`src/rtl/edge_grad.sv`:
```
// edge_grad: streaming gradient-magnitude edge detector.
// One pixel per qualified clock, one line of history in a circular line
// buffer, horizontal/vertical absolute differences combined by Mode,
// three-stage pipeline with frame/line markers carried alongside.
// Optional build macro EDGE_THRESH_EN adds the Thresh port and binarises
// the combined magnitude to all-ones / zero.
module edge_grad #(
  parameter int DW   = 8,
  parameter int MAXW = 320,
  parameter int WW   = 9
) (
  input  logic          Clk,
  input  logic          nReset,
  input  logic [DW-1:0] PixelIn,
  input  logic          ValidIn,
  input  logic          FrameIn,
  input  logic          LineIn,
  input  logic [WW-1:0] Width,
  input  logic          Mode,
`ifdef EDGE_THRESH_EN
  input  logic [DW-1:0] Thresh,
`endif
  output logic [DW-1:0] PixelOut,
  output logic          ValidOut,
  output logic          FrameOut,
  output logic          LineOut
);

  localparam int AW = (MAXW > 1) ? $clog2(MAXW) : 1;
  localparam logic [WW-1:0] MAXW_W = WW'(MAXW);
  localparam logic [WW-1:0] ONE_W  = WW'(1);

  logic [DW-1:0] line_buf [MAXW];

  logic [WW-1:0] col_q, width_q;
  logic          first_q;

  logic [WW-1:0] width_in, width_cur, pix_col, col_inc, col_nxt;
  logic [AW-1:0] buf_idx;
  logic          first_cur;

  logic          s1_vld, s1_hz, s1_vz, s1_frame, s1_line, s1_mode;
  logic [DW-1:0] pix_s1, left_s1, above_s1;
  logic [DW-1:0] h_s1, v_s1;

  logic          s2_vld, s2_frame, s2_line, s2_mode;
  logic [DW-1:0] h_s2, v_s2;
  logic [DW:0]   sum_s2;
  logic [DW-1:0] comb_s2, res_s2;

  // Column, row and width bookkeeping for the pixel currently presented.
  // A frame pixel uses the width it carries so saturation is right from
  // the very first pixel of the frame.
  always_comb begin
    width_in = Width;
    if (Width == '0)
      width_in = ONE_W;
    else if (Width > MAXW_W)
      width_in = MAXW_W;
    width_cur = FrameIn ? width_in : width_q;
    pix_col   = (FrameIn || LineIn) ? '0 : col_q;
    col_inc   = pix_col + ONE_W;
    col_nxt   = (col_inc >= width_cur) ? pix_col : col_inc;
    buf_idx   = pix_col[AW-1:0];
    first_cur = FrameIn ? 1'b1 : (LineIn ? 1'b0 : first_q);
  end

  // Tracking registers advance only on valid pixels.
  always_ff @(posedge Clk) begin
    if (!nReset) begin
      col_q   <= '0;
      first_q <= 1'b1;
      width_q <= MAXW_W;
    end else if (ValidIn) begin
      col_q   <= col_nxt;
      first_q <= first_cur;
      if (FrameIn)
        width_q <= width_in;
    end
  end

  // Line buffer read-before-write plus S1 data capture; no reset needed.
  always_ff @(posedge Clk) begin
    if (nReset && ValidIn) begin
      above_s1          <= line_buf[buf_idx];
      line_buf[buf_idx] <= PixelIn;
      pix_s1            <= PixelIn;
      left_s1           <= pix_s1;
    end
  end

  // S1 control: valid, gradient-forcing flags, markers and mode.
  always_ff @(posedge Clk) begin
    if (!nReset) begin
      s1_vld   <= 1'b0;
      s1_hz    <= 1'b1;
      s1_vz    <= 1'b1;
      s1_frame <= 1'b0;
      s1_line  <= 1'b0;
      s1_mode  <= 1'b0;
    end else begin
      s1_vld <= ValidIn;
      if (ValidIn) begin
        s1_hz    <= (pix_col == '0);
        s1_vz    <= first_cur;
        s1_frame <= FrameIn;
        s1_line  <= FrameIn | LineIn;
        s1_mode  <= Mode;
      end
    end
  end

  // Absolute differences, forced to zero at column 0 / on the first row.
  always_comb begin
    h_s1 = '0;
    v_s1 = '0;
    if (!s1_hz)
      h_s1 = (pix_s1 > left_s1) ? pix_s1 - left_s1 : left_s1 - pix_s1;
    if (!s1_vz)
      v_s1 = (pix_s1 > above_s1) ? pix_s1 - above_s1 : above_s1 - pix_s1;
  end

  // S2: register gradients with their markers and mode.
  always_ff @(posedge Clk) begin
    if (!nReset) begin
      s2_vld   <= 1'b0;
      s2_frame <= 1'b0;
      s2_line  <= 1'b0;
      s2_mode  <= 1'b0;
    end else begin
      s2_vld <= s1_vld;
      if (s1_vld) begin
        h_s2     <= h_s1;
        v_s2     <= v_s1;
        s2_frame <= s1_frame;
        s2_line  <= s1_line;
        s2_mode  <= s1_mode;
      end
    end
  end

  // Combine: mean uses a DW+1 bit sum so the halving never overflows.
  always_comb begin
    sum_s2  = {1'b0, h_s2} + {1'b0, v_s2};
    comb_s2 = s2_mode ? ((h_s2 > v_s2) ? h_s2 : v_s2) : sum_s2[DW:1];
`ifdef EDGE_THRESH_EN
    res_s2  = (comb_s2 >= Thresh) ? '1 : '0;
`else
    res_s2  = comb_s2;
`endif
  end

  // S3: drive outputs; PixelOut holds across invalid cycles.
  always_ff @(posedge Clk) begin
    if (!nReset) begin
      PixelOut <= '0;
      ValidOut <= 1'b0;
      FrameOut <= 1'b0;
      LineOut  <= 1'b0;
    end else begin
      ValidOut <= s2_vld;
      FrameOut <= s2_vld & s2_frame;
      LineOut  <= s2_vld & s2_line;
      if (s2_vld)
        PixelOut <= res_s2;
    end
  end

endmodule

```
`config.mk`:
```
export PLATFORM = sky130hd
export DESIGN_NAME = edge_grad
export DESIGN_NICKNAME = d
export VERILOG_FILES = /design/src/rtl/edge_grad.sv
export SDC_FILE = /design/constraint.sdc
export NUM_CORES = 2
export LEC_CHECK = 0
export CORE_AREA = 10 10 434 436
export DETAILED_ROUTE_END_ITERATION = 6
export DIE_AREA = 0 0 444 446
export HOLD_SLACK_MARGIN = 0.05
export PLACE_DENSITY = 0.76
export SKIP_LAST_GASP = 1
export SYNTH_ARGS = -nofsm -noshare
export SYNTH_HDL_FRONTEND = slang
export SYNTH_SLANG_ARGS = --single-unit
```
`constraint.sdc`:
```
create_clock -name Clk -period 7.6 [get_ports Clk]
set_input_delay 2.28 -clock Clk [delete_from_list [all_inputs] [get_ports Clk]]
set_output_delay 2.28 -clock Clk [all_outputs]
set_load 0.03 [all_outputs]
```
## Yosys cells after proc, flatten, opt, wreduce, memory -nomap -nowiden

Memory sizes are Yosys's and may differ from the RTL's. A register that Yosys moved wholly into a read port is not among the register bits.
Index checks and enable logic that the tools add are counted.

- Bits in registers: 71
- Bits in writable memories: 2,560
- Input port bits: 23
- Output and inout port bits: 11
- Word-level logic and storage cells: 55
- Memories: 1

Memory list:

| memory | depth | width | read ports | clocked after Yosys merged registers in | write ports | line | text |
|---|---|---|---|---|---|---|---|
| line_buf | 320 | 8 | 1 | 1 | 1 | 33 | `logic [DW-1:0] line_buf [MAXW];` |

- $add $sub $neg: 6
- Magnitude comparators: 5
- Muxes and demuxes: 13
- Bitwise logic cells: 3
- Reduce and logical (&&, ||, !) cells: 7

Operator list:

| operator | number |
|---|---|
| 9-bit 2-to-1 mux | 5 |
| 8-bit 2-to-1 mux | 4 |
| 8-bit subtractor | 4 |
| 8-bit greater-than comparator | 3 |
| 9-bit zero test | 2 |
| 8-bit by 8-bit adder with 9-bit output | 1 |
| 9-bit by 1-bit adder with 9-bit output (second input constant) | 1 |
| 9-bit >= comparator | 1 |
| 9-bit greater-than comparator (second input constant) | 1 |
| 1-bit 2-to-1 mux | 4 |
| 2-bit AND reduction | 2 |
| 1-bit bitwise AND | 2 |
| 2-bit nonzero test | 1 |
| 1-bit logical AND | 1 |
| 1-bit logical OR | 1 |
| 1-bit OR | 1 |

## Depth between registers and ports, before layout

- Depth after elaboration: 6
- Mapped depth: 19
- Gate-level depth less buffers: 13

## Worst setup path after synthesis

No wires, ideal clock.

- Path kind: input port to flip-flop
- Start point: input port LineIn
- End point: register col_q[2]
- Library setup time: 0.058 ns
- Arrival time: 6.045 ns
- Required time: 7.542 ns
- Path slack: 1.496 ns
- Stages on the path: 17
- Buffers on the path: 6
- Path through: clkbuf_2 or3b_1 buf_2 inv_2 buf_4 buf_2 buf_2 buf_2 ha_1 and3_1 xnor2_1 ha_1 or3_1 a211o_1 a211oi_1 and3_1 o21a_1

- Word-level cells in the longest chain between the ends: 5

Ends and longest elaborated chain:

| what | line | text |
|---|---|---|
| from (decl) | 17 | `input logic LineIn,` |
| 1-bit logical OR * | 61 | `pix_col = (FrameIn \|\| LineIn) ? '0 : col_q;` |
| 9-bit 2-to-1 mux * | 61 |  |
| 9-bit by 1-bit adder with 9-bit output | 62 | `col_inc = pix_col + ONE_W;` |
| 9-bit >= comparator | 63 | `col_nxt = (col_inc >= width_cur) ? pix_col : col_inc;` |
| 9-bit 2-to-1 mux * | 63 |  |
| to (signal assigned) | 75 | `col_q <= col_nxt;` |
| to (decl) | 35 | `logic [WW-1:0] col_q, width_q;` |

Mark *: on every way between the ends. The rest lies on a longest branch, timed or not.
A chain may end at the register's enable or synchronous reset.

## Worst setup path after layout

- Start point: input port LineIn
- End point: register above_s1[2] (read register of line_buf) (data pin)

- Word-level cells in the longest chain between the ends: 2

Ends and longest elaborated chain:

| what | line | text |
|---|---|---|
| 1-bit logical OR | 61 |  |
| 9-bit 2-to-1 mux | 61 |  |
| to (decl) | 43 | `logic [DW-1:0] pix_s1, left_s1, above_s1;` |

No other way between the ends.

==> out/metrics.yaml <==
status:
  status: "finished with violations"
  violations: "DRC"
setup_path:
  cpLargestDelayFamily: "simple AND/OR/NAND/NOR gates"
  end_kind: "flip-flop"
  r2r_cells: 11
  arrival_ns: 7.07
  path_buf_inv: 4
  cp-start-kind: "input port"
  r2r_slack_ns: 2.47
  required_ns: 8.22
  crit_fanout: 122
  crit_slowest_cell: "clkdlybuf4s50_1"
  critPathMaxStageDelay_ns: 0.70
  r2r_start: "col_q[0]$_SDFFE_PN0P_"
  cp_cell_sequence: "clkdlybuf4s50_1, nor3b_4, inv_16, buf_12, a211oi_1, a311oi_1, nor4_1, buf_4, o22ai_1, o21ai_0, nand2_1, or4_1"
  setup.worst_path.class: "in2reg"
  r2r-end: "above_s1[2]$_DFFE_PP_"
min_path:
  worst_hold_startpoint: "width_q[6]$_SDFFE_PN1P_"
  whs_endpoint: "width_q[6]$_SDFFE_PN1P_"
  holdPathStages: 2
  hp-class: "reg2reg"
synthesis:
  synth_fa_ha_area_frac: 0.00782
  ys_seq_area_frac: 0.735
  synth-edff-count: 2600
  yosys.area.top_type: "edfxtp_1"
  synth_cell_type_count: 72
  synth_cells: 7513
  muxShareOfSynthArea: 0.0425
  synthSimpleGateAreaFrac: 0.0914
  synth_top_area_share: 0.728
  synth_compound_area_frac: 0.0951
  synth-seq-cells: 2639
  syn_avg_cell_area_um2: 14.3
  synth_xor_area_frac: 0.00163
  synth_warnings: 0
  synth_area_leaders: "edfxtp_1 73%, nand2_1 4.4%, a211oi_1 2.5%"
  synth_top_family_by_area: "compound AO/OA/AOI/OAI gates"
  synthArstFlopShare: 0
  ys.flop_type: "edfxtp_1"
  syn_nets: 7600
  synth_area_um2: 107000
placement:
  place_hpwl_mm: 164
  dp_slack_ns: 0.421
  port_buffers: 33
  place.gp.congestion: 0.908
  dpl-instance-area_um2: 110000
  placedCellCount: 9548
final_layout:
  area_delta_synth_final_pct: 9.87
  final_cells: 10000
  final_util: 0.655
  drive_above_1_share: 0.104
  final_nets: 7507
  finalInstanceArea_um2: 118000
  fillers: 12000
clock_tree:
  cts_tree: "built"
  worst_skew_pair.late_latency_ns: 0.90
  clkTransAtPathRegs_ns: 0.06
  cts_num_sinks: 2639
  cts_root_buffer: "clkbuf_16"
  cts_resized: 0
  numCtsBuffers: 240
  holdBufCountCts: 0
  cts_max_level: 4
  postCtsSetupRepairBufs: 0
  clock_path_buffers: 3
timing:
  period_needed_ns: 6.45
  rsz0062_at_grt: "no"
  hold_viol_final: 0
  holdWs_ns: 0.493
  setup-tns-final_ns: 0
  fmax_mhz: 155
  setup_viol: 0
  tightest_slew_ns: 1.26
  setup_slack_ns: 1.15
  relSlewSlack: 0.158
  fin_crit_sh: 0.848
  drv_slew: 0
  fin_skew_ns: 0.0609
detailed_routing:
  vias: 67000
  drtPass1Iterations: 7
  drt_iter0_markers: 10100
  routed_wl_mm: 290
  drcViolationCount: 2
  viasPerCell: 6.70
  ant_nets: 0
  wl_per_cell_um: 29.0
pwr:
  p_per_area_nw_per_um2: 247
  swShare: 0.209
  ir_drop_v: 0.000246
  seq_power_share: 0.551
  power_leakage_nw: 37.5
  power.total_mw: 29.1
  pwr-share-clk: 0.414
  p_sw_mw: 6.09
  power.internal_mw: 23.0
  combPwrFrac: 0.035
global_route:
  grt_use_total: 0.285
  grt_pass1_wl_mm: 423
  grt.met1_usage: 0.386
  top_usage_layer: "met2"
  grt_pass1_vias: 64400
  overflow: 0
  antenna_found_initial: 10
  grtUsageMet3: 0.0656
  grt_max_degree: 163
  grt_use_met2: 0.441
floorplanning:
  initial_core_util: 0.597
  ioPinCount: 34
  die_w_um: 444
  dieArea_um2: 198000
  core_area_um2: 180000
  num_rows: 156
  fp.dieH_um: 446
run:
  maxCapViolations: 0
-- per-layer routing --
| layer | up-vias | wire [µm] | share of wire |
|---|---|---|---|
| li1 | 28500 | - | - |
| met1 | 33000 | 106000 | 0.37 |
| met2 | 4714 | 133000 | 0.46 |
| met3 | 783 | 36300 | 0.13 |
| met4 | 12 | 15000 | 0.052 |
| met5 | - | 80 | 0.00028 |
-- worst max-delay path by stage --
stage          startpoint                     to  slack, ns  cells past startpoint
6_report           LineIn  above_s1[2]$_DFFE_PP_       1.15                     12
5_1_grt            LineIn  above_s1[3]$_DFFE_PP_       1.13                     12
4_1_cts            LineIn  above_s1[3]$_DFFE_PP_       1.36                     10
3_5_place_dp       LineIn  above_s1[3]$_DFFE_PP_       0.42                     10
3_3_place_gp       LineIn  above_s1[0]$_DFFE_PP_       0.51                     11
2_1_floorplan      LineIn  col_q[2]$_SDFFE_PN0P_       1.50                     17
-- Yosys cell counts (9+ instances only) --
cell type	count
o21bai_1	12
buf_1	30
a31oi_1	214
a21oi_1	279
o21ai_0	259
nor4_1	112
edfxtp_1	2600
inv_1	57
o41ai_1	10
dfxtp_1	39
nand2_1	1268
buf_4	53
mux2i_1	200
nand4_1	9
a22oi_1	39
nor2b_1	297
o22ai_1	52
a311oi_1	245
and3_1	62
buf_2	242
a211oi_1	358
xnor2_1	14
mux2_2	225
nor2_1	364
clkbuf_1	208
ha_1	59
nand3_1	79
and2_1	9
-- final cells by class --
cell class	instances	area (µm²)	area share
inverter	60	249	0.00211
clock inverter	159	1570	0.0133
multi-input combinational	4273	25700	0.218
timing repair buffer	206	2190	0.0186
antenna	6	15.0	0.000127
sequential	2639	78900	0.669
tap	2370	2970	0.0252
clock buffer	290	6280	0.0533
-- power groups by stage --
stage	Sequential [mW]	Clock (mW)	Combinational [mW]
2_1_floorplan	16.3	0	0.550
3_3_place_gp	16.3	0	0.987
3_5_place_dp	16.3	0	1.01
4_1_cts	16.0	12.1	1.02
5_1_grt	16.0	12.7	1.09
6_report	16.0	12.0	1.03
-- placed cells by master, fill, tap and decap left out, types with 57 or more instances in the layout --
cell type,n
a211oi_1,358
a21oi_1,279
a311oi_1,245
a31oi_1,214
and3_1,62
buf_4,131
clkbuf_16,244
clkinv_1,59
edfxtp_1,2600
ha_1,59
inv_1,57
mux2_2,225
mux2i_1,200
nand2_1,1252
nand3_1,77
nor2_1,362
nor2b_1,297
nor4_1,112
o21ai_0,258
-- worst register-to-register path: cells and delay by family (launching register included) --
| family | cells | cell delay [ns] |
|---|---|---|
| simple gates | 4 | 1.77 |
| flops | 1 | 0.88 |
| buf+inv | 3 | 1.14 |
| mux | 1 | 0.25 |
| compound gates | 3 | 0.82 |
-- cells by family (layout without fill, tap and decap cells) --
group                      count (synthesis)  in the layout
muxes                                    426            426
xor gates and xnor gates                  20             20
and+or+nand+nor                         2231           2231
AOI/OAI and AO/OA                       1532           1532
buffers and inverters                    601            715
other                                      0              6
adders and majority gates                 64             64
DFF                                     2639           2639
-- registers in the layout, indices dropped and copies added, names as in the netlist, 8 cells and up --
name and cells:
line_buf 2560, col_q 9, width_q 9, PixelOut 8, above_s1 8, h_s2 8, left_s1 8, pix_s1 8
v_s2 8
Power figures use the tool's default switching activity.
